## src/rtl/kgp_risc_pkg.sv

```systemverilog
// Shared KGP_RISC constants: instruction field positions, PC stepping and reset vector.
package kgp_risc_pkg;
  localparam int          INSTR_W          = 32;
  localparam int          OPCODE_MSB       = 31;
  localparam int          OPCODE_LSB       = 26;
  localparam int          FUNC_MSB         = 5;
  localparam int          FUNC_LSB         = 0;
  localparam int          PC_STEP          = 4;
  localparam logic [31:0] RESET_PC_DEFAULT = 32'h0000_0000;
endpackage

```

## src/rtl/fetch_issue_unit_instr_fifo.sv

```systemverilog
// Show-ahead synchronous FIFO; head is visible combinationally, zero-cycle read.
// Push on full and pop on empty are ignored; flush empties it in one edge and beats push/pop.
module instr_fifo #(
  parameter int WIDTH = 64,
  parameter int DEPTH = 4,
  localparam int PTR_W = $clog2(DEPTH),
  localparam int CNT_W = PTR_W + 1
) (
  input  logic             clk,
  input  logic             rst,
  input  logic             flush,
  input  logic             push,
  input  logic [WIDTH-1:0] pushData,
  input  logic             pop,
  output logic [WIDTH-1:0] headData,
  output logic [CNT_W-1:0] count
);
  logic [WIDTH-1:0] mem [DEPTH];
  logic [PTR_W-1:0] rdPtr;
  logic [PTR_W-1:0] wrPtr;
  logic             doPush;
  logic             doPop;

  assign doPush   = push && (count != CNT_W'(DEPTH));
  assign doPop    = pop && (count != '0);
  assign headData = mem[rdPtr];

  // DEPTH is a power of two, so the pointers wrap naturally.
  always_ff @(posedge clk) begin
    if (rst || flush) begin
      rdPtr <= '0;
      wrPtr <= '0;
      count <= '0;
    end else begin
      if (doPush) wrPtr <= wrPtr + PTR_W'(1);
      if (doPop)  rdPtr <= rdPtr + PTR_W'(1);
      count <= count + CNT_W'(doPush) - CNT_W'(doPop);
    end
  end

  always_ff @(posedge clk) begin
    if (doPush) mem[wrPtr] <= pushData;
  end
endmodule

```

## src/rtl/fetch_issue_unit.sv

```systemverilog
// Instruction fetch front end: 1-cycle imem, prefetch FIFO, valid/ready issue; first issue 2 cycles after request.
// Requests stop when FIFO plus in-flight fetch fill DEPTH; redirect or rst flushes everything and restarts fetch.
module fetch_issue_unit
  import kgp_risc_pkg::*;
#(
  parameter int                ADDR_W   = 32,
  parameter int                DEPTH    = 4,
  parameter logic [ADDR_W-1:0] RESET_PC = ADDR_W'(RESET_PC_DEFAULT)
) (
  input  logic              clk,
  input  logic              rst,
  output logic              imem_en,
  output logic [ADDR_W-1:0] imem_addr,
  input  logic [31:0]       imem_rdata,
  input  logic              redirect_valid,
  input  logic [ADDR_W-1:0] redirect_pc,
  input  logic              issue_ready,
  output logic              issue_valid,
  output logic [31:0]       issue_instr,
  output logic [ADDR_W-1:0] issue_pc,
  output logic [5:0]        OpCode,
  output logic [5:0]        FuncCode
);
  localparam int CNT_W   = $clog2(DEPTH) + 1;
  localparam int ENTRY_W = INSTR_W + ADDR_W;

  logic [ADDR_W-1:0]  pc;
  logic [ADDR_W-1:0]  inflightPc;
  logic               inflight;
  logic [CNT_W-1:0]   count;
  logic [ENTRY_W-1:0] headData;
  logic [ADDR_W-1:0]  redirectAligned;
  logic [CNT_W:0]     credit;

  assign redirectAligned = redirect_pc & ~ADDR_W'(3);

  // The in-flight fetch already owns a FIFO slot; a same-cycle pop is not credited.
  assign credit    = (CNT_W + 1)'(count) + (CNT_W + 1)'(inflight);
  assign imem_en   = !rst && !redirect_valid && (credit < (CNT_W + 1)'(DEPTH));
  assign imem_addr = pc;

  always_ff @(posedge clk) begin
    if (rst) begin
      pc       <= RESET_PC;
      inflight <= 1'b0;
    end else if (redirect_valid) begin
      pc       <= redirectAligned;
      inflight <= 1'b0;
    end else if (imem_en) begin
      pc         <= pc + ADDR_W'(PC_STEP);
      inflight   <= 1'b1;
      inflightPc <= pc;
    end else begin
      inflight <= 1'b0;
    end
  end

  instr_fifo #(
    .WIDTH(ENTRY_W),
    .DEPTH(DEPTH)
  ) uFifo (
    .clk      (clk),
    .rst      (rst),
    .flush    (redirect_valid),
    .push     (inflight),
    .pushData ({inflightPc, imem_rdata}),
    .pop      (issue_valid && issue_ready),
    .headData (headData),
    .count    (count)
  );

  assign issue_valid = (count != '0);
  assign issue_instr = headData[INSTR_W-1:0];
  assign issue_pc    = headData[INSTR_W +: ADDR_W];
  assign OpCode      = issue_instr[OPCODE_MSB:OPCODE_LSB];
  assign FuncCode    = issue_instr[FUNC_MSB:FUNC_LSB];
endmodule
```

## config.mk

```make
export PLATFORM = sky130hd
export DESIGN_NAME = fetch_issue_unit
export DESIGN_NICKNAME = d
export VERILOG_FILES = /design/src/rtl/kgp_risc_pkg.sv /design/src/rtl/fetch_issue_unit_instr_fifo.sv /design/src/rtl/fetch_issue_unit.sv
export SDC_FILE = /design/constraint.sdc
export NUM_CORES = 1
export LEC_CHECK = 0
export ABC_AREA = 0
export CORE_MARGIN = 1.5
export CORE_UTILIZATION = 58
export DETAILED_ROUTE_END_ITERATION = 8
export PLACE_DENSITY = 0.84
export SKIP_LAST_GASP = 1
export SYNTH_ARGS = -nofsm -noshare
export SYNTH_HDL_FRONTEND = slang
export SYNTH_SLANG_ARGS = --single-unit
```

## constraint.sdc

```tcl
create_clock -name clk -period 8.8 [get_ports clk]
set_clock_uncertainty 0.1 [all_clocks]
set_input_delay 1.76 -clock clk [delete_from_list [all_inputs] [get_ports clk]]
set_output_delay 1.76 -clock clk [all_outputs]
set_load 0.02 [all_outputs]
```

Word level (Yosys, flattened, before mapping)
Memory sizes are Yosys's and may differ from the RTL's. A register that Yosys moved wholly into a read port is not among the register bits. Cells that the tools add are included.

Register bits: 72. Latch bits: 0. RAM bits: 256. Bits in read-only memories: 0. Input port bits: 68. Output and inout port bits: 110. Logic and storage cells: 37. Memories: 1.

Add/subtract/negate cells: 6. Multiply operators: 0. Divide/modulo/power cells: 0. $lt $le $gt $ge: 1. Eq/ne operators: 1. Shifts and indexed selects: 0. Mux-type cells: 7. Bitwise gates (word level): 2. Reductions and logical operators: 12.

Memory list: uFifo.mem (depth 4, width 64, rd ports 1, clocked after memory_dff 1, wr ports 1, line fetch_issue_unit_instr_fifo.sv:18) `logic [WIDTH-1:0] mem [DEPTH];`.

Operators with widths (count): $mux W32 (2); $add A32 B3 Y32 const B (1); $logic_and A1 B1 Y1 (5); $add A2 B1 Y2 const B (2); $add A3 B1 Y4 (1); $lt A4 B3 Y1 const B (1); $mux W2 (2); $add A3 B1 Y3 (1); $mux W1 (3); $ne A3 B3 Y1 const B (1); $reduce_and A3 Y1 (1); $reduce_bool A3 Y1 (1); $sub A3 B1 Y3 (1); $logic_not A1 Y1 (2); $not A1 Y1 (2); $reduce_bool A2 Y1 (1); $reduce_or A2 Y1 (1); $logic_or A1 B1 Y1 (1).

Longest topological paths before layout
Depth in word-level cells: 5. Depth in mapped cells: 8. Depth with buffers taken out: 8.

Hierarchy
From an unflattened synthesis, not the netlist that was laid out.

Cell total of the unflattened synthesis: 649. Area total of the unflattened synthesis: 12573.3 µm².

Modules (own cells, without submodules): instr_fifo (instances 1, cells each 379, area each 9764.4 µm², sequential area each 7867.5 µm²); fetch_issue_unit (instances 1, cells each 270, area each 2808.9 µm², sequential area each 1521.5 µm²).

Least setup slack after synthesis
OpenSTA, ideal clock, no wires.

Path kind: input -> output. Start point: in redirect_valid. End point: out imem_en. Data arrival time: 3014 ps. Data required time: 6940 ps. Path slack: 3926 ps. Cell stages on the path: 4. Path buffers: 1. Cell sequence: clkbuf_1 -> nor2_1 -> nand2_1 -> inv_1.

Word-level cells in the longest chain between the ends: 3.

RTL lines: start: declaration (line fetch_issue_unit.sv:15) `input logic redirect_valid,`; $logic_not A1 Y1 (line fetch_issue_unit.sv:39) `assign imem_en = !rst && !redirect_valid && (credit < (CNT_W + 1)'(DEPTH));`; $logic_and A1 B1 Y1 (2 in a row) (line fetch_issue_unit.sv:39); end: declaration (line fetch_issue_unit.sv:12) `output logic imem_en,`.

No other way between the ends.

Worst setup path in the final report
Same ends and word-level chain as after synthesis.

==> results.cfg <==
[grt]
grt_pass1_wl_um = 37100
grt_max_degree = 63
grt.overflow.total = 0
antenna_found_initial = 0
grt_pass1_vias = 6702
grt_usage_pct = 22.0

[timing]
fmax_mhz = 168
period_needed_ns = 5.97
maxSlewHeadroom_pct = 30.1
setup_viol = 0
worst_pin_slew_ns = 1.05
hold_viol = 0
finalSetupTns_ns = 0
rsz0062_at_grt = no
fin_crit_sh_pct = 67.8
drv_slew = 0

[synth]
synth_area_um2 = 12300
synth_fa_ha_area_share_pct = 0.978
synthMuxAreaShare_pct = 11.6
synth_compound_area_share_pct = 2.38
synth_cells = 649
synth_top_family_by_area = multiplexers
syn_avg_cell_area_um2 = 18.9
ys_seq_area_share_pct = 74.5
synthFlopType = edfxtp_1
ys_ff_latch = 318
yosys_warnings = 0
synth_edf_count = 278
netlist-cell-type-count = 46
synth_async_sr_flop_share_pct = 0
synth_xor_area_share_pct = 1.36
synth-simple-area-share_pct = 6.76

[place]
dp_cells = 1055
dp_hpwl_um = 14300
port_buffers = 171
gp_congestion = 0.889

[floorplan]
dieArea_um2 = 22000
pin_count = 178
core_um2 = 20900
initial_core_util_pct = 58.8
die_w_um = 148
chipHeight_um = 148
fp-row-count = 53

[drt]
ant_nets = 0
via_per_inst = 5.93
wl_per_cell_um = 21.6
drcViolationCount = 0
first_pass_iters = 4
routed_wl_um = 24000
drt_iter0_markers = 429
via_count = 6583

[cts]
cts_tree = done
clk_latency_ns = 0.55
cts_made_buffers = 30
clockRootBuffer = clkbuf_16
cts.path.max_buffers = 3
htreeDepth = 1
post_cts_resized = 0
cts_sinks = 318
postCtsHoldBufs = 0
post_cts_buffers = 0
clk_pin_slew_ns = 0.06

[setup_path]
crit_fanout = 27
crit_type = input pin to output port
r2r_start = uFifo.count[2]$_SDFF_PN0_
rr_endpoint = imem_addr[29]$_SDFFE_PP0P_
rr_worst_depth = 5
arrival_ns = 4.11
critPathLaunchType = input pin
setup.worst_path.end_class = output port
ff2ff_setup_slack_ns = 6.06
cp.required_ns = 6.94

[min_path]
hp-class = flop to flop
holdPathStages = 0
whs_endpoint = uFifo.mem[2][44]$_DFFE_PP_
min_from = inflightPc[12]$_DFFE_PP_

[power_and_ir_drop]
p_sw_w = 0.000703
leakage_nw = 4.82
p_comb_share_pct = 8.2
ir_drop_mv = 0.141
clkPwrFrac_pct = 40.1
power_density_nw_per_um2 = 220
netSwitchingFraction_pct = 21.1
power_frac_seq_pct = 51.7
internal_power_w = 0.00264

[cells_and_area]
fin_cells = 1111
mostFrequentLayoutCell = edfxtp_1
drive_gt1_share_pct = 16.0
nFillCells = 1240
final_cell_mix = edfxtp_1, clkdlybuf4s50_1, mux4_2, dfxtp_1, nor2_1
nNetsFinal = 889
syn2layout_area_growth_pct = 23.7
n_antenna_cell = 0

[job]
drv_cap = 0

[status]
status = completed
==> per-layer routing <==
metal,GRT usage [%],up-vias,share of wire [%]
li1,-,2931,-
met4,5.84,0,1.7
met5,0,-,0
met3,4.11,34,8.1
met2,36.0,311,49
met1,31.0,3307,41
==> synth_stat cells, types with 7 or more instances <==
library cell	number	area [um2]
nand4_1	12	75.1
nand3_1	15	75.1
or4_1	8	60.1
xnor2_1	13	114
nor3_1	10	50.1
dfxtp_1	40	801
a211oi_1	12	90.1
clkbuf_1	18	67.6
buf_2	7	35.0
nand2_1	23	86.3
buf_4	18	135
inv_1	9	33.8
and2_1	9	56.3
ha_1	8	100
mux4_2	62	1400
a31oi_1	7	43.8
edfxtp_1	278	8350
nor2_1	32	120
==> sequential cells by signal, summed over array words and instances, names as in the netlist, named ones only <==
| name | count |
|---|---|
| inflight | 1 |
| uFifo.count | 3 |
| uFifo.wrPtr | 2 |
| uFifo.rdPtr | 2 |
| imem_addr | 30 |
| uFifo.mem | 248 |
| inflightPc | 30 |
==> worst max path at each step <==
stage,from,end,slack [ns]
after floorplan,redirect_valid,imem_en,3.93
after global placement,redirect_valid,imem_en,2.92
after detailed placement,redirect_valid,imem_en,2.90
after CTS,redirect_valid,imem_en,2.88
after global routing,redirect_valid,imem_en,2.69
final,redirect_valid,imem_en,2.83
==> power by group through the flow <==
stage	logic, W	registers (W)	clock network, W
floorplan	0.000139	0.00175	0
global placement	0.000268	0.00175	0
detailed placement	0.000274	0.00176	0
CTS	0.000276	0.00173	0.00136
global route	0.000290	0.00173	0.00143
finish	0.000274	0.00173	0.00134
==> kinds of logic after synthesis <==
logic type      after synthesis
other cells                   1
flops                       318
xor+xnor                     19
buf+inv                      56
mux                          65
compound gates               37
fa+ha+maj                     9
simple gates                144
==> cell type report <==
type                       count  area, um2  share of cell area [%]
sequential                   318       9160                    60.3
multi-input combinational    278       2860                    18.8
inverter                      10       37.5                   0.247
tap                          275        344                    2.27
clock buffer                  38        832                    5.48
timing repair buffer         174       1730                    11.4
clock inverter                18        223                    1.47
==> critical path: stages <==
cell             delay (ns)
clkdlybuf4s50_1        0.91
nor2_1                 0.37
nand2_1                0.28
inv_1                  0.16
clkdlybuf4s50_1        0.62
==> stage by stage <==
stage	hold WS [ns]	instance area (um2)	worst slack [ns]	utilization [%]	total power (W)
floorplan	0.359	12300	3.93	-	0.00189
detailed placement	0.384	14100	2.90	67.7	0.00203
finish	0.393	15200	2.83	72.7	0.00334
global placement	0.366	14100	2.92	67.7	0.00202
CTS	0.399	15200	2.88	72.7	0.00337
global route	0.408	15200	2.69	72.7	0.00345
Power figures use the tool's default switching activity.
